==> config.mk <==
export PLATFORM = sky130hd
export DESIGN_NAME = mp_add_seq
export DESIGN_NICKNAME = d
export VERILOG_FILES = /design/src/rtl/mp_add_pkg.sv /design/src/rtl/mp_add_slice.sv /design/src/rtl/mp_add_seq.sv
export SDC_FILE = /design/constraint.sdc
export NUM_CORES = 1
export LEC_CHECK = 0
export CAP_MARGIN = 25
export CORE_UTILIZATION = 25
export DETAILED_ROUTE_END_ITERATION = 16
export GPL_ROUTABILITY_DRIVEN = 0
export REMOVE_ABC_BUFFERS = 1
export SLEW_MARGIN = 10
export SYNTH_ARGS = -nofsm -noshare
export SYNTH_HDL_FRONTEND = slang
export SYNTH_SLANG_ARGS = --single-unit
export TNS_END_PERCENT = 1
==> constraint.sdc <==
create_clock -name clk -period 3.3 [get_ports clk]
set_input_delay 0.33 -clock clk [delete_from_list [all_inputs] [get_ports clk]]
set_output_delay 0.33 -clock clk [all_outputs]
set_load 0.01 [all_outputs]
==> src/rtl/mp_add_pkg.sv <==
// mp_add_pkg: shared types and constants for the multi-precision add/sub sequencer.
// Holds the FSM state enum, default geometry and the chunk-index width helper.
package mp_add_pkg;

  typedef enum logic [1:0] {
    IDLE = 2'd0,
    RUN  = 2'd1,
    DONE = 2'd2
  } mp_state_e;

  localparam int SIZE_DEF   = 4;
  localparam int CHUNKS_DEF = 4;

  // A one-chunk operation still needs a 1-bit index register.
  function automatic int idx_w(input int n);
    return (n > 1) ? $clog2(n) : 1;
  endfunction

endpackage

==> src/rtl/mp_add_slice.sv <==
// mp_add_slice: combinational SIZE-bit adder slice with carry in and carry out.
// Ports: a_i, b_i (SIZE), cin_i -> sum_o (SIZE), cout_o.
module mp_add_slice #(
  parameter int SIZE = 4
) (
  input  logic [SIZE-1:0] a_i,
  input  logic [SIZE-1:0] b_i,
  input  logic            cin_i,
  output logic [SIZE-1:0] sum_o,
  output logic            cout_o
);

  assign {cout_o, sum_o} = {1'b0, a_i}
                         + {1'b0, b_i}
                         + {{SIZE{1'b0}}, cin_i};

endmodule

==> src/rtl/mp_add_seq.sv <==
// mp_add_seq: W-bit add/sub computed one SIZE-bit chunk per cycle, LS chunk first.
// Ports: clk, rst_n, in_* request (valid/ready), out_* result (valid/ready), busy.
module mp_add_seq
  import mp_add_pkg::*;
#(
  parameter  int SIZE   = SIZE_DEF,
  parameter  int CHUNKS = CHUNKS_DEF,
  localparam int W      = SIZE * CHUNKS
) (
  input  logic         clk,
  input  logic         rst_n,
  input  logic         in_valid,
  output logic         in_ready,
  input  logic [W-1:0] in_a,
  input  logic [W-1:0] in_b,
  input  logic         in_cin,
  input  logic         in_sub,
  output logic         out_valid,
  input  logic         out_ready,
  output logic [W-1:0] out_sum,
  output logic         out_cout,
  output logic         out_ovf,
  output logic         busy
);

  localparam int IW = idx_w(CHUNKS);
  localparam logic [IW-1:0] LAST = IW'(CHUNKS - 1);

  localparam logic [1:0] S_IDLE = 2'(IDLE);
  localparam logic [1:0] S_RUN  = 2'(RUN);
  localparam logic [1:0] S_DONE = 2'(DONE);

  logic [1:0]                 state_q, state_d;
  logic [IW-1:0]              idx_q;
  logic                       carry_q;
  logic [CHUNKS-1:0][SIZE-1:0] a_q, b_q, sum_q;
  logic                       cout_q, ovf_q, valid_q;

  logic [SIZE-1:0] s_sum;
  logic            s_cout;
  logic            last;

  assign last = (idx_q == LAST);

  mp_add_slice #(.SIZE(SIZE)) u_slice (
    .a_i   (a_q[idx_q]),
    .b_i   (b_q[idx_q]),
    .cin_i (carry_q),
    .sum_o (s_sum),
    .cout_o(s_cout)
  );

  always_comb begin
    state_d = state_q;
    unique case (state_q)
      S_IDLE:  if (in_valid) state_d = S_RUN;
      S_RUN:   if (last) state_d = S_DONE;
      S_DONE:  if (out_ready) state_d = S_IDLE;
      default: state_d = S_IDLE;
    endcase
  end

  always_ff @(posedge clk or negedge rst_n) begin
    if (!rst_n) begin
      state_q <= S_IDLE;
      idx_q   <= '0;
      carry_q <= 1'b0;
      a_q     <= '0;
      b_q     <= '0;
      sum_q   <= '0;
      cout_q  <= 1'b0;
      ovf_q   <= 1'b0;
      valid_q <= 1'b0;
    end else begin
      state_q <= state_d;
      unique case (state_q)
        S_IDLE: begin
          if (in_valid) begin
            a_q <= in_a;
            // Subtract as A + ~B + ~borrow.
            b_q     <= in_sub ? ~in_b : in_b;
            carry_q <= in_cin ^ in_sub;
            idx_q   <= '0;
          end
        end
        S_RUN: begin
          sum_q[idx_q] <= s_sum;
          carry_q      <= s_cout;
          if (last) begin
            cout_q  <= s_cout;
            ovf_q   <= (a_q[CHUNKS-1][SIZE-1] == b_q[CHUNKS-1][SIZE-1])
                    && (s_sum[SIZE-1] != a_q[CHUNKS-1][SIZE-1]);
            valid_q <= 1'b1;
          end else begin
            idx_q <= idx_q + 1'b1;
          end
        end
        S_DONE: begin
          if (out_ready) valid_q <= 1'b0;
        end
        default: ;
      endcase
    end
  end

  assign in_ready  = (state_q == S_IDLE);
  assign busy      = (state_q == S_RUN) || (state_q == S_DONE);
  assign out_valid = valid_q;
  assign out_sum   = sum_q;
  assign out_cout  = cout_q;
  assign out_ovf   = ovf_q;

endmodule

# == Word level (Yosys, flattened, before mapping) ==
# Cells that the tools add are included.
# word_totals
ff_bits,56
latchBits,0
ram_bits,0
rom_bits,0
in_bits,38
output_inout_bits,21
word_cells,66
mem_count,0
# op_classes
addsub,3
multipliers,0
div,0
n_lt_le_gt_ge,2
n_eq_ne,9
shift,0
mux,20
n_bitwise,2
n_reduce_logical,12
# ops
operator,count
binary-select mux 4 bit (select 2 bit),2
bitwise mux 16 bit,1
two-way mux 16 bit,1
NOT 16 bit,1
two-way mux 4 bit,3
two-way mux 2 bit,5
AND reduction 3 bit,3
demux 4 bit (select 2 bit),1
"!= test 2 bit, second input constant",4
case mux 2 bit (3 select lines),1
AND reduction 2 bit,3
adder 4 x 4 -> 5 bit,1
adder 5 x 1 -> 5 bit,1
"equality test 2 bit, second input constant",2
case mux 1 bit (2 select lines),2
case mux 2 bit (2 select lines),1
nonzero test 2 bit,2
"< comparator 2 x 3 -> 1 bit, second input constant",1
two-way mux 1 bit,3
"adder 2 x 1 -> 2 bit, second input constant",1
"equality test 2 x 1 -> 1 bit, second input constant",1
"greater-or-equal comparator 2 x 1 -> 1 bit, second input constant",1
logical AND 1 bit,2
zero test 2 bit,1
4 further kinds,4

# == Logic depth before layout (Yosys ltp) ==
# logic_depth
ltp_word,6
mapped_depth,9
ltp_nobuf,8

# == Hierarchy ==
# From an unflattened synthesis, not the netlist that was laid out.
# hier_totals
cells_unflattened,223
area_unflattened_um2,2972.9
# by_module_without_submodules
module,instances,cells_each,area_each_um2,seq_area_each_um2
mp_add_seq,1,207,2829.0,1401.3
mp_add_slice,1,16,143.9,0.0

# == Worst setup path after synthesis ==
# No wires, ideal clock.
# synth_path
path_kind,reg2reg
startpoint,register idx_q[0]
endpoint,register ovf_q (netlist: out_ovf)
setup_ps,139
arrival_time_ps,2475
required_time_ps,3161
setup_slack_ps,687
stages_incl_launch_ff,8
n_path_buf,1
period_less_slack_ps,2613
cell_sequence,dfrtp_1 -> buf_2 -> mux4_2 -> fa_1 -> a21o_1 -> a21oi_4 -> nor4_1 -> or4b_1
# synth_via
elab_chain_cells,6
elab_cells_between_ends,10
cone_classes,2 x add/sub; 2 x eq/ne; 4 x mux; 2 x reduce/logical
# synth_lines
element,line_no,rtl
"start, declared",mp_add_seq.sv:34,logic [IW-1:0] idx_q;
"start signal, assigned",mp_add_seq.sv:95,idx_q <= idx_q + 1'b1;
"binary-select mux 4 bit (select 2 bit), on equally long branches","mp_add_seq.sv:46, mp_add_seq.sv:47",
"two-way mux 4 bit, on equally long branches","mp_add_seq.sv:46, mp_add_seq.sv:47",
adder 4 x 4 -> 5 bit,mp_add_slice.sv:14,"+ {1'b0, b_i}"
adder 5 x 1 -> 5 bit,mp_add_slice.sv:15,"+ {{SIZE{1'b0}}, cin_i};"
!= test 1 bit,mp_add_seq.sv:92,&& (s_sum[SIZE-1] != a_q[CHUNKS-1][SIZE-1]);
logical AND 1 bit,mp_add_seq.sv:92,
"end signal, assigned",mp_add_seq.sv:91,ovf_q <= (a_q[CHUNKS-1][SIZE-1] == b_q[CHUNKS-1][SIZE-1])
"end, declared",mp_add_seq.sv:37,"logic cout_q, ovf_q, valid_q;"
# Parallel ways exist; a longest one is shown, timed or not. The select of a mux whose other input is x is not followed.
# A chain may end at the register's enable or synchronous reset.

# == Worst setup path after layout ==
# Ends and elaborated chain as after synthesis.

==> summary.md <==
| Metric | Value |
|---|---|
| Status | `finished with violations` |
| Failing checks | `hold timing` |
| CTS Hold Buffers Added | `0` |
| Worst-case clock skew | `7.37 ps` |
| Worst EP required | `~3500 ps` |
| Via count | `between 1,500 and 2,000` |
| DRT iter0 DRCs | `57` |
| Layout cell share with drive strength beyond 1 | `roughly 15%` |
| Area occupied by multi-input gates | `roughly 1200 um^2` |
| Yosys cell types | `29` |
| Clk sink count | `56` |
| # resized after CTS | `0` |
| Max Root-Sink Buffers | `2` |
| Crit path max fanout | `9` |
| Largest net degree at the start of global routing | `50` |
| Yosys warnings | `0` |
| Relative slew slack | `between 60% and 70%` |
| CTS Buf Count | `5` |
| Most used DFF post-synth | `dfrtp_1` |
| PD cells | `slightly above 900 nW/um^2` |
| Kind of critical path | `reg -> reg` |
| Die footprint | `~11,000 um^2` |
| Post-DP HPWL | `between 4000 and 5000 um` |
| Register area share after synthesis | `51.2%` |
| Worst EP arrival | `approximately 2900 ps` |
| Unrepaired setup endpoints after global routing | `false` |
| Most frequent cells in the layout | `clkdlybuf4s50_1, dfrtp_1, nand2_1` |
| Critical Path End Type | `register` |
| Hold Path Class | `in -> async` |
| Die X | `around 110 um` |
| Initial core utilization | `26.1%` |
| Syn Std Cell Area | `about 2700 um^2` |
| R2R Setup Slk | `590 ps` |
| # placed instances | `423` |
| Final worst path period share | `82.2%` |
| Layout Cells excl Fill | `about 430` |
| Fin Hold WS | `-16.6 ps` |
| Worst-Margin Slew | `497 ps` |
| Buffers added on ports | `58` |
| Syn avg cell area | `roughly 12 um^2` |
| Root Driver | `clkbuf_8` |
| Final setup viols | `0` |
| Detailed-route wire length | `roughly 5400 um` |
| Setup ws final | `586 ps` |
| Power Total | `roughly 3300 uW` |
| Synth-to-layout area growth | `30.7%` |
| Clock slew at reported path FFs | `about 100 ps` |
| Most common cell after layout, fill and taps aside | `clkdlybuf4s50_1` |
| Pins Over Slew Limit | `0` |
| Top post-synthesis cells by area | `dfrtp_1, mux2_2, mux4_2, o21ai_0, xnor2_1` |
| Yosys top cell area share | `51.2%` |
| IO Count | `roughly 60` |
| Mapped Cells | `between 200 and 250` |
| Final ANT Viol Nets | `0` |
| DR WL/cell | `approximately 13 um` |
| N_diodes | `0` |
| Lkg Pwr | `~0.0015 uW` |
| First-pass GRT wire length | `between 9000 and 10,000 um` |
| Storage cell area | `1400 um^2` |
| Area leader, netlist | `dfrtp_1` |
| Nets | `~350` |
| Post-synth ARST share | `100%` |
| Clock Latency Late Sink | `roughly 300 ps` |
| Total Negative Setup Slacks | `0 ps` |
| CTS H-tree lvls | `2` |
| Pre-CTS WS | `about 560 ps` |
| Post-DR vias/cell | `between 4 and 5` |
| FF+latch count, synth | `56` |
| Die extent in y | `between 100 and 150 um` |
| Row cnt | `37` |
| Initial antenna violation count | `0` |
| DRC | `0` |
| Max-Cap Viols | `0` |
| GRT Total Usage | `about a tenth` |
| Final hold viol count | `18` |
| F_max | `roughly 0.37 GHz` |
| Maximum vdd drop | `about 0.3 mV` |
| Core Area | `10,500 um^2` |
| Setup Buffers After CTS | `0` |
| CP Launch Type | `register` |
| Period minus WS final | `~2700 ps` |
| Filler Cell Count | `between 1,000 and 1,500` |
| Grt ovf | `0` |
| EDFF count, synth | `0` |
| CTS tree | `yes` |
| DR pass1 iterations | `4` |
| Vias in the first global route | `1,873` |
## where the power goes
| group | total, uW | internal [uW] | leakage (uW) | switching, uW |
|---|---|---|---|---|
| Clock | 387 | 171 | 0.0000445 | 216 |
| Sequential | 1230 | 1010 | 0.000688 | 217 |
| Combinational | 1670 | 863 | 0.000790 | 810 |
| Total | 3280 | 2040 | 0.00152 | 1240 |
## worst paths after layout
path,end,cells after the start,start
max,out_ovf,6,idx_q[0]
min,carry_q,1,rst_n
max reg2reg,out_ovf,6,idx_q[0]
min reg2reg,b_q[11],2,b_q[11]
max in group asynchronous,b_q[14],2,rst_n
min in group clk,b_q[11],2,b_q[11]
## cell families (layout without fill, tap and decap cells)
kind of cell               after synthesis  in the layout  share of synthesized area (%)
DFF                                     56             56                           51.2
and+or+nand+nor                         50             50                           7.82
AOI/OAI and AO/OA                       43             43                           8.92
muxes                                   31             31                           15.9
buffers and inverters                   25             85                           3.98
xor gates and xnor gates                19             19                           6.08
adders and majority gates               12             12                           6.04
## Yosys cell counts, drive strengths merged (2+ instances only)
cell     n
dfrtp   56
nand2   38
o21ai   33
mux2    20
xnor2   17
inv     14
ha      10
mux4     8
buf      7
a21oi    4
clkbuf   4
mux2i    3
nor2     3
a21o     2
a22oi    2
and2     2
fa       2
nor3     2
xor2     2
## metrics by stage
| stage | area, um^2 | hold slack [ps] | util, % |
|---|---|---|---|
| finish | 3580 | -16.6 | 34.2 |
| global route | 3580 | 5.56 | 34.2 |
| CTS | 3550 | 188 | 33.9 |
| detailed placement | 3450 | 470 | 33.0 |
| global placement | 3450 | 462 | 33.0 |
| floorplan | 2680 | 34.4 | - |
## flip-flops by register name, summed over array words and instances (netlist names)
name	flops
state_q	2
out_ovf	1
idx_q	2
b_q	16
out_sum	16
carry_q	1
a_q	16
out_valid	1
out_cout	1
## metal layers
layer | global-route usage, % | up-vias | routed length (um)
li1 | - | 920 | -
met2 | 18.4 | 43 | 2690
met3 | 2.19 | 2 | 200
met1 | 13.3 | 855 | 2540
met4 | 1.47 | 0 | 17
met5 | 0 | - | 0
## critical path: stages, from the launching register on
cell and delay (ps):
dfrtp_1 610, mux4_2 580, fa_1 440, a21o_1 210
a21oi_4 200, nor4_1 80, or4b_1 490
## final cells by class
type | instances | share of cell area, %
Clock buffer | 7 | 2.41
Clock inverter | 1 | 0.210
Inverter | 14 | 1.47
Multi-Input combinational cell | 155 | 34.3
Sequential cell | 56 | 39.2
Tap cell | 136 | 4.76
Timing Repair Buffer | 63 | 17.7
No activity file was read; power rests on OpenSTA's default activity.
